<file path="src/rtl/reorder_buffer.sv">
// -----------------------------------------------------------------------------
// reorder_buffer
//
// Circular in-order reorder buffer for the Qu processor. Rename allocates one
// entry per cycle at the tail, the CDB marks entries ready and records their
// results, and ready entries retire in program order from the head, driving
// the physical register file write and the busy-table clear.
//
// Tag 0 is reserved ("no producer") and is never allocated: both pointers
// skip from DEPTH-1 straight back to 1, so usable capacity is DEPTH-1.
//
// Optional feature: define QU_ROB_FLUSH_EN to add the `flush` input, which
// empties the buffer in one cycle. Without the macro there is no flush port
// and only reset empties the buffer.
// -----------------------------------------------------------------------------
module reorder_buffer #(
  parameter  int DEPTH             = 16,
  parameter  int PHY_RF_ADDR_WIDTH = 6,
  localparam int ROB_AW            = $clog2(DEPTH)
) (
  input  logic                         clk,
  input  logic                         rst,
  // allocation (from rename)
  input  logic                         alloc_en,
  input  logic [PHY_RF_ADDR_WIDTH-1:0] alloc_dest,
  input  logic                         alloc_dest_valid,
  output logic [ROB_AW-1:0]            rob_tail_ptr,
  output logic                         rob_full,
  output logic                         rob_empty,
  // completion (common data bus)
  input  logic                         cdb_valid,
  input  logic [ROB_AW-1:0]            cdb_rob_addr,
  input  logic [31:0]                  cdb_data,
  // retirement
  output logic                         commit_valid,
  output logic [ROB_AW-1:0]            commit_rob_addr,
  output logic [PHY_RF_ADDR_WIDTH-1:0] commit_dest,
  output logic                         commit_dest_valid,
  output logic [31:0]                  commit_data
`ifdef QU_ROB_FLUSH_EN
  ,
  input  logic                         flush
`endif
);

  // One ROB entry.
  typedef struct packed {
    logic                         valid;
    logic                         ready;
    logic                         dest_valid;
    logic [PHY_RF_ADDR_WIDTH-1:0] dest;
    logic [31:0]                  data;
  } rob_entry_t;

  localparam logic [ROB_AW-1:0] TAG_FIRST = ROB_AW'(1);
  localparam logic [ROB_AW-1:0] TAG_LAST  = ROB_AW'(DEPTH - 1);

  rob_entry_t        r_rob [DEPTH];
  logic [ROB_AW-1:0] r_head;
  logic [ROB_AW-1:0] r_tail;
  logic [ROB_AW-1:0] r_count;   // 0 .. DEPTH-1 fits in ROB_AW bits

  logic              w_full;
  logic              w_empty;
  logic              w_flush;
  logic              w_alloc;
  logic              w_cdb_hit;
  logic              w_commit;
  rob_entry_t        w_head_entry;

  // Advance a tag, skipping the reserved tag 0 on wrap.
  function automatic logic [ROB_AW-1:0] f_next(input logic [ROB_AW-1:0] p);
    return (p == TAG_LAST) ? TAG_FIRST : p + ROB_AW'(1);
  endfunction

`ifdef QU_ROB_FLUSH_EN
  assign w_flush = flush;
`else
  assign w_flush = 1'b0;
`endif

  assign w_full       = (r_count == TAG_LAST);
  assign w_empty      = (r_count == '0);
  assign w_head_entry = r_rob[r_head];

  // A full buffer refuses allocation even if the head retires this cycle,
  // so the full flag never depends on the commit decision.
  assign w_alloc   = alloc_en && !w_full;

  // Completions to tag 0 or to a free entry are dropped.
  assign w_cdb_hit = cdb_valid && (cdb_rob_addr != '0) && r_rob[cdb_rob_addr].valid;

  // Retire only from registered state: no CDB-to-commit bypass.
  assign w_commit  = !w_empty && w_head_entry.valid && w_head_entry.ready && !w_flush;

  assign rob_tail_ptr = r_tail;
  assign rob_full     = w_full;
  assign rob_empty    = w_empty;

  // Commit outputs are held at zero whenever nothing retires.
  always_comb begin
    // NOTE: every output gets a default before any condition, so no path
    // through this block leaves a value unassigned and no latch is inferred.
    commit_valid      = 1'b0;
    commit_rob_addr   = '0;
    commit_dest       = '0;
    commit_dest_valid = 1'b0;
    commit_data       = '0;
    if (w_commit) begin
      commit_valid      = 1'b1;
      commit_rob_addr   = r_head;
      commit_dest       = w_head_entry.dest;
      commit_dest_valid = w_head_entry.dest_valid;
      commit_data       = w_head_entry.data;
    end
  end

  // Entry array, pointers and occupancy: completion, retirement and allocation.
  always_ff @(posedge clk or negedge rst) begin
    if (!rst) begin
      // NOTE: the entry array is reset too, because a reset must discard
      // every in-flight entry at once; stale valid bits would otherwise let
      // CDB writes and commits act on dead uops.
      for (int i = 0; i < DEPTH; i++) begin
        r_rob[i] <= '0;
      end
      r_head  <= TAG_FIRST;
      r_tail  <= TAG_FIRST;
      r_count <= '0;
    end else if (w_flush) begin
      for (int i = 0; i < DEPTH; i++) begin
        r_rob[i] <= '0;
      end
      r_head  <= TAG_FIRST;
      r_tail  <= TAG_FIRST;
      r_count <= '0;
    end else begin
      // NOTE: non-blocking assignments throughout; where several updates hit
      // the same entry in one cycle the last one written below wins, which
      // gives the ordering completion < retirement < allocation.
      if (w_cdb_hit) begin
        r_rob[cdb_rob_addr].ready <= 1'b1;
        r_rob[cdb_rob_addr].data  <= cdb_data;
      end

      if (w_commit) begin
        r_rob[r_head].valid <= 1'b0;
        r_rob[r_head].ready <= 1'b0;
        r_head              <= f_next(r_head);
      end

      if (w_alloc) begin
        r_rob[r_tail].valid      <= 1'b1;
        r_rob[r_tail].ready      <= 1'b0;
        r_rob[r_tail].dest_valid <= alloc_dest_valid;
        r_rob[r_tail].dest       <= alloc_dest;
        r_rob[r_tail].data       <= '0;
        r_tail                   <= f_next(r_tail);
      end

      unique case ({w_alloc, w_commit})
        2'b10:   r_count <= r_count + ROB_AW'(1);
        2'b01:   r_count <= r_count - ROB_AW'(1);
        default: r_count <= r_count;
      endcase
    end
  end

endmodule
</file>
<file path="config.mk">
export PLATFORM = sky130hd
export DESIGN_NAME = reorder_buffer
export DESIGN_NICKNAME = d
export VERILOG_FILES = /design/src/rtl/reorder_buffer.sv
export SDC_FILE = /design/constraint.sdc
export NUM_CORES = 2
export LEC_CHECK = 0
export BUFFER_PORTS_ARGS = -buffer_cell sky130_fd_sc_hd__buf_2
export CAP_MARGIN = 25
export CORE_ASPECT_RATIO = 0.9
export CORE_MARGIN = 1.5
export CORE_UTILIZATION = 59
export DETAILED_ROUTE_END_ITERATION = 10
export PLACE_DENSITY = 0.77
export SKIP_LAST_GASP = 1
export SLEW_MARGIN = 25
export SYNTH_ARGS = -nofsm -noshare
export SYNTH_HDL_FRONTEND = slang
export SYNTH_SLANG_ARGS = --single-unit
</file>
<file path="constraint.sdc">
create_clock -name clk -period 4 [get_ports clk]
set_input_delay 0.6 -clock clk [delete_from_list [all_inputs] [get_ports clk]]
set_output_delay 0.6 -clock clk [all_outputs]
set_load 0.05 [all_outputs]
</file>
==> run metrics <==
sequential cell area fraction in the yosys report 0.525; TritonCTS Buffers 68; PD cells 652 nW/um2; H-tree levels 3; Placeable Area 53200 um2; FP Rows 80; Hold Slack 0.0391 ns; Hold WC Path Type in2async; number of global-route vias before repair 24000; WP data arrival 3.33 ns; worst-margin pin slew 1.12 ns; max-slew headroom at the worst pin 0.255; post-synthesis mux area share 0.265; synth top area cells dfrtp_1 (52%), mux4_2 (14%), mux2i_1 (8.3%), nand2_1 (5.7%), mux2_2 (3.8%); clock sink total 668; largest net degree at the start of global routing 111; CTS tree built; CP endpoint kind output port; Via density 6.77; Mapped Area 31800 um2; DR vias 23500; Max Cap Viol 0; flops & latches, synth 668; Worst Clk Skew 0.0242 ns; Yosys top cell area share 0.524; Routed Wire Length 97.8 mm; detailed-route DRC error count 8; combinational power share 0.232; Post-synth EDFFs 0; Yosys cell types 50; P_sw 7030 uW; syn_area_per_cell 11.7 um2; Async SR Flop Fraction 1.00; die area 55400 um2; Peak VDD IR 0.000305 V; status finished, violations left; Startpoint Class flop; Primary FF master, synth dfrtp_1; PortBufs 96; clk_lat worst skew 0.63 ns; final period utilization 0.982; most frequent cell after synthesis dfrtp_1; failing checks DRC; Clk pin slew, worst setup/hold paths 0.06 ns; CP max FO 36; proportion of layout cells with a drive suffix above 1 0.232; Period minus WS final 3.93 ns; GRT Residual Overflow 0; FILL cells 3681; Sw Share 0.303; Slew Viols, Final 0; syn nets 2774; register share of total power 0.474; root buffer cell clkbuf_16; Clock Power Share 0.295; cts hold-fix bufs 0; wire length per cell 28.2 um; Initial Util 0.599; largest family of logic cells by synthesized area multiplexers; layout net count 2778; GRT Total Usage 0.362; Syn-to-layout area delta 11.7%; Die W 248 um; cell-internal power 16100 uW; final setup vio count 0; Leakage 0.0164 uW; total power 23200 uW; clock buffer depth 3; critical path type reg2out; RSZ-0062 raised after global routing false; Synth Area in Compound Gates 0.0487; first-pass iteration count of the detailed router 11; adder-cell share of the synthesized area 0.00432; Boundary Pins 97; XOR/XNOR share of the synthesized area 0.00220; initial antenna violation count 13; final count of hold timing violations 0; first-pass GRT wire length 148 mm; Mapped Cells 2716; Die Height 223 um; dpl hpwl 56.0 mm; Final ANT Viol Nets 0; area leader, netlist dfrtp_1; required time worst endpoint 3.40 ns; simple-gate share of the synthesized area 0.118; Yosys warning count 0; initial drt markers 2998; Placer Congestion 0.901; top cells by count, synth dfrtp_1 (666), nand2_1 (481), nor2_1 (303); Max Clock Freq 255 MHz
[layer usage]
layer,GRT usage,part of all wire,vias up,wire length [um]
met4,0.171,0.049,14,4800
met3,0.111,0.12,387,11800
met1,0.488,0.37,12100,36200
met5,0,0.00094,-,92
li1,-,-,9446,-
met2,0.539,0.46,1583,45000
[per-stage QoR]
step	setup TNS (ns)	cells	util	setup slack [ns]	instance area, um2
after floorplan	0	2716	-	0.291	31800
final	0	3474	0.669	0.0711	35600
after global routing	0	3469	0.669	0.0448	35500
after detailed placement	0	3343	0.622	0.271	33100
after global placement	0	3343	0.622	0.348	33100
after CTS	-0.0984	3465	0.668	-0.0481	35500
[logic make-up after synthesis]
| kind of cell | Yosys count |
|---|---|
| AOI/OAI and AO/OA | 283 |
| xor gates and xnor gates | 8 |
| adders and majority gates | 11 |
| buffers and inverters | 255 |
| DFF | 668 |
| muxes | 576 |
| and+or+nand+nor | 915 |
[timing repair]
action | CTS | global route
cloned | 1 | 0
gates resized for setup | 4 | 7
buffers inserted | 0 | 3
endpoints found under the setup margin | 26 | 31
[layout by cell type, fill, tap and decap left out, drive strengths merged, types with 3 or more instances in the layout]
cell type / count
or2: 4
a211oi: 8
nor2: 303
xnor2: 3
a21oi: 233
nor3: 6
bufinv: 10
nand2: 481
nand4: 4
a31oi: 17
buf: 171
mux2i: 265
o21ai: 9
clkbuf: 91
diode: 6
mux2: 109
nand2b: 3
a221oi: 4
and2: 36
ha: 11
mux4: 202
and3: 5
nand3: 23
nor2b: 44
dfrtp: 666
inv: 19
xor2: 5
clkinv: 16
[layout make-up]
cell class / instances / area [um2] / share of cell area
Timing Repair Buffer: 173 / 1400 / 0.0392
Multi-Input combinational cell: 1793 / 14100 / 0.397
Clock inverter: 31 / 437 / 0.0123
Inverter: 16 / 61.3 / 0.00172
Tap cell: 697 / 872 / 0.0245
Sequential cell: 668 / 16700 / 0.470
Clock buffer: 90 / 1940 / 0.0545
Antenna cell: 6 / 15.0 / 0.000422
[registers in the layout (all words and copies together) (netlist names)]
name and flops:
r_count 4, r_head 4, r_rob 656, rob_tail_ptr 4
[power groups by stage]
stage	clock network (uW)	logic (uW)	registers, uW
3_5_place_dp	0	5280	11000
3_3_place_gp	0	4970	10800
6_report	6830	5370	11000
2_1_floorplan	0	3950	10500
4_1_cts	6850	5330	10900
5_1_grt	7110	5850	11200
[final timing paths]
check | endpoint | startpoint | cells past startpoint | slack, ns
min reg2reg | r_rob[36] | r_rob[36] | 2 | 0.48
min in group clk | r_rob[38] | alloc_dest_valid | 3 | 0.33
min | r_rob[361] | rst | 1 | 0.04
max reg2reg | r_count[2] | r_head[0] | 13 | 0.31
max | commit_data[30] | r_head[0] | 6 | 0.07
max in group asynchronous | r_rob[356] | rst | 2 | 2.83
[worst max-delay path, stage by stage, from the launching register on]
cell       delay, ns
dfstp_4         0.76
buf_4           0.20
bufbuf_16       0.42
mux4_2          0.37
mux4_2          0.56
nor2b_1         0.16
buf_2           0.22
Note: power is estimated with default switching activity, not from simulation.
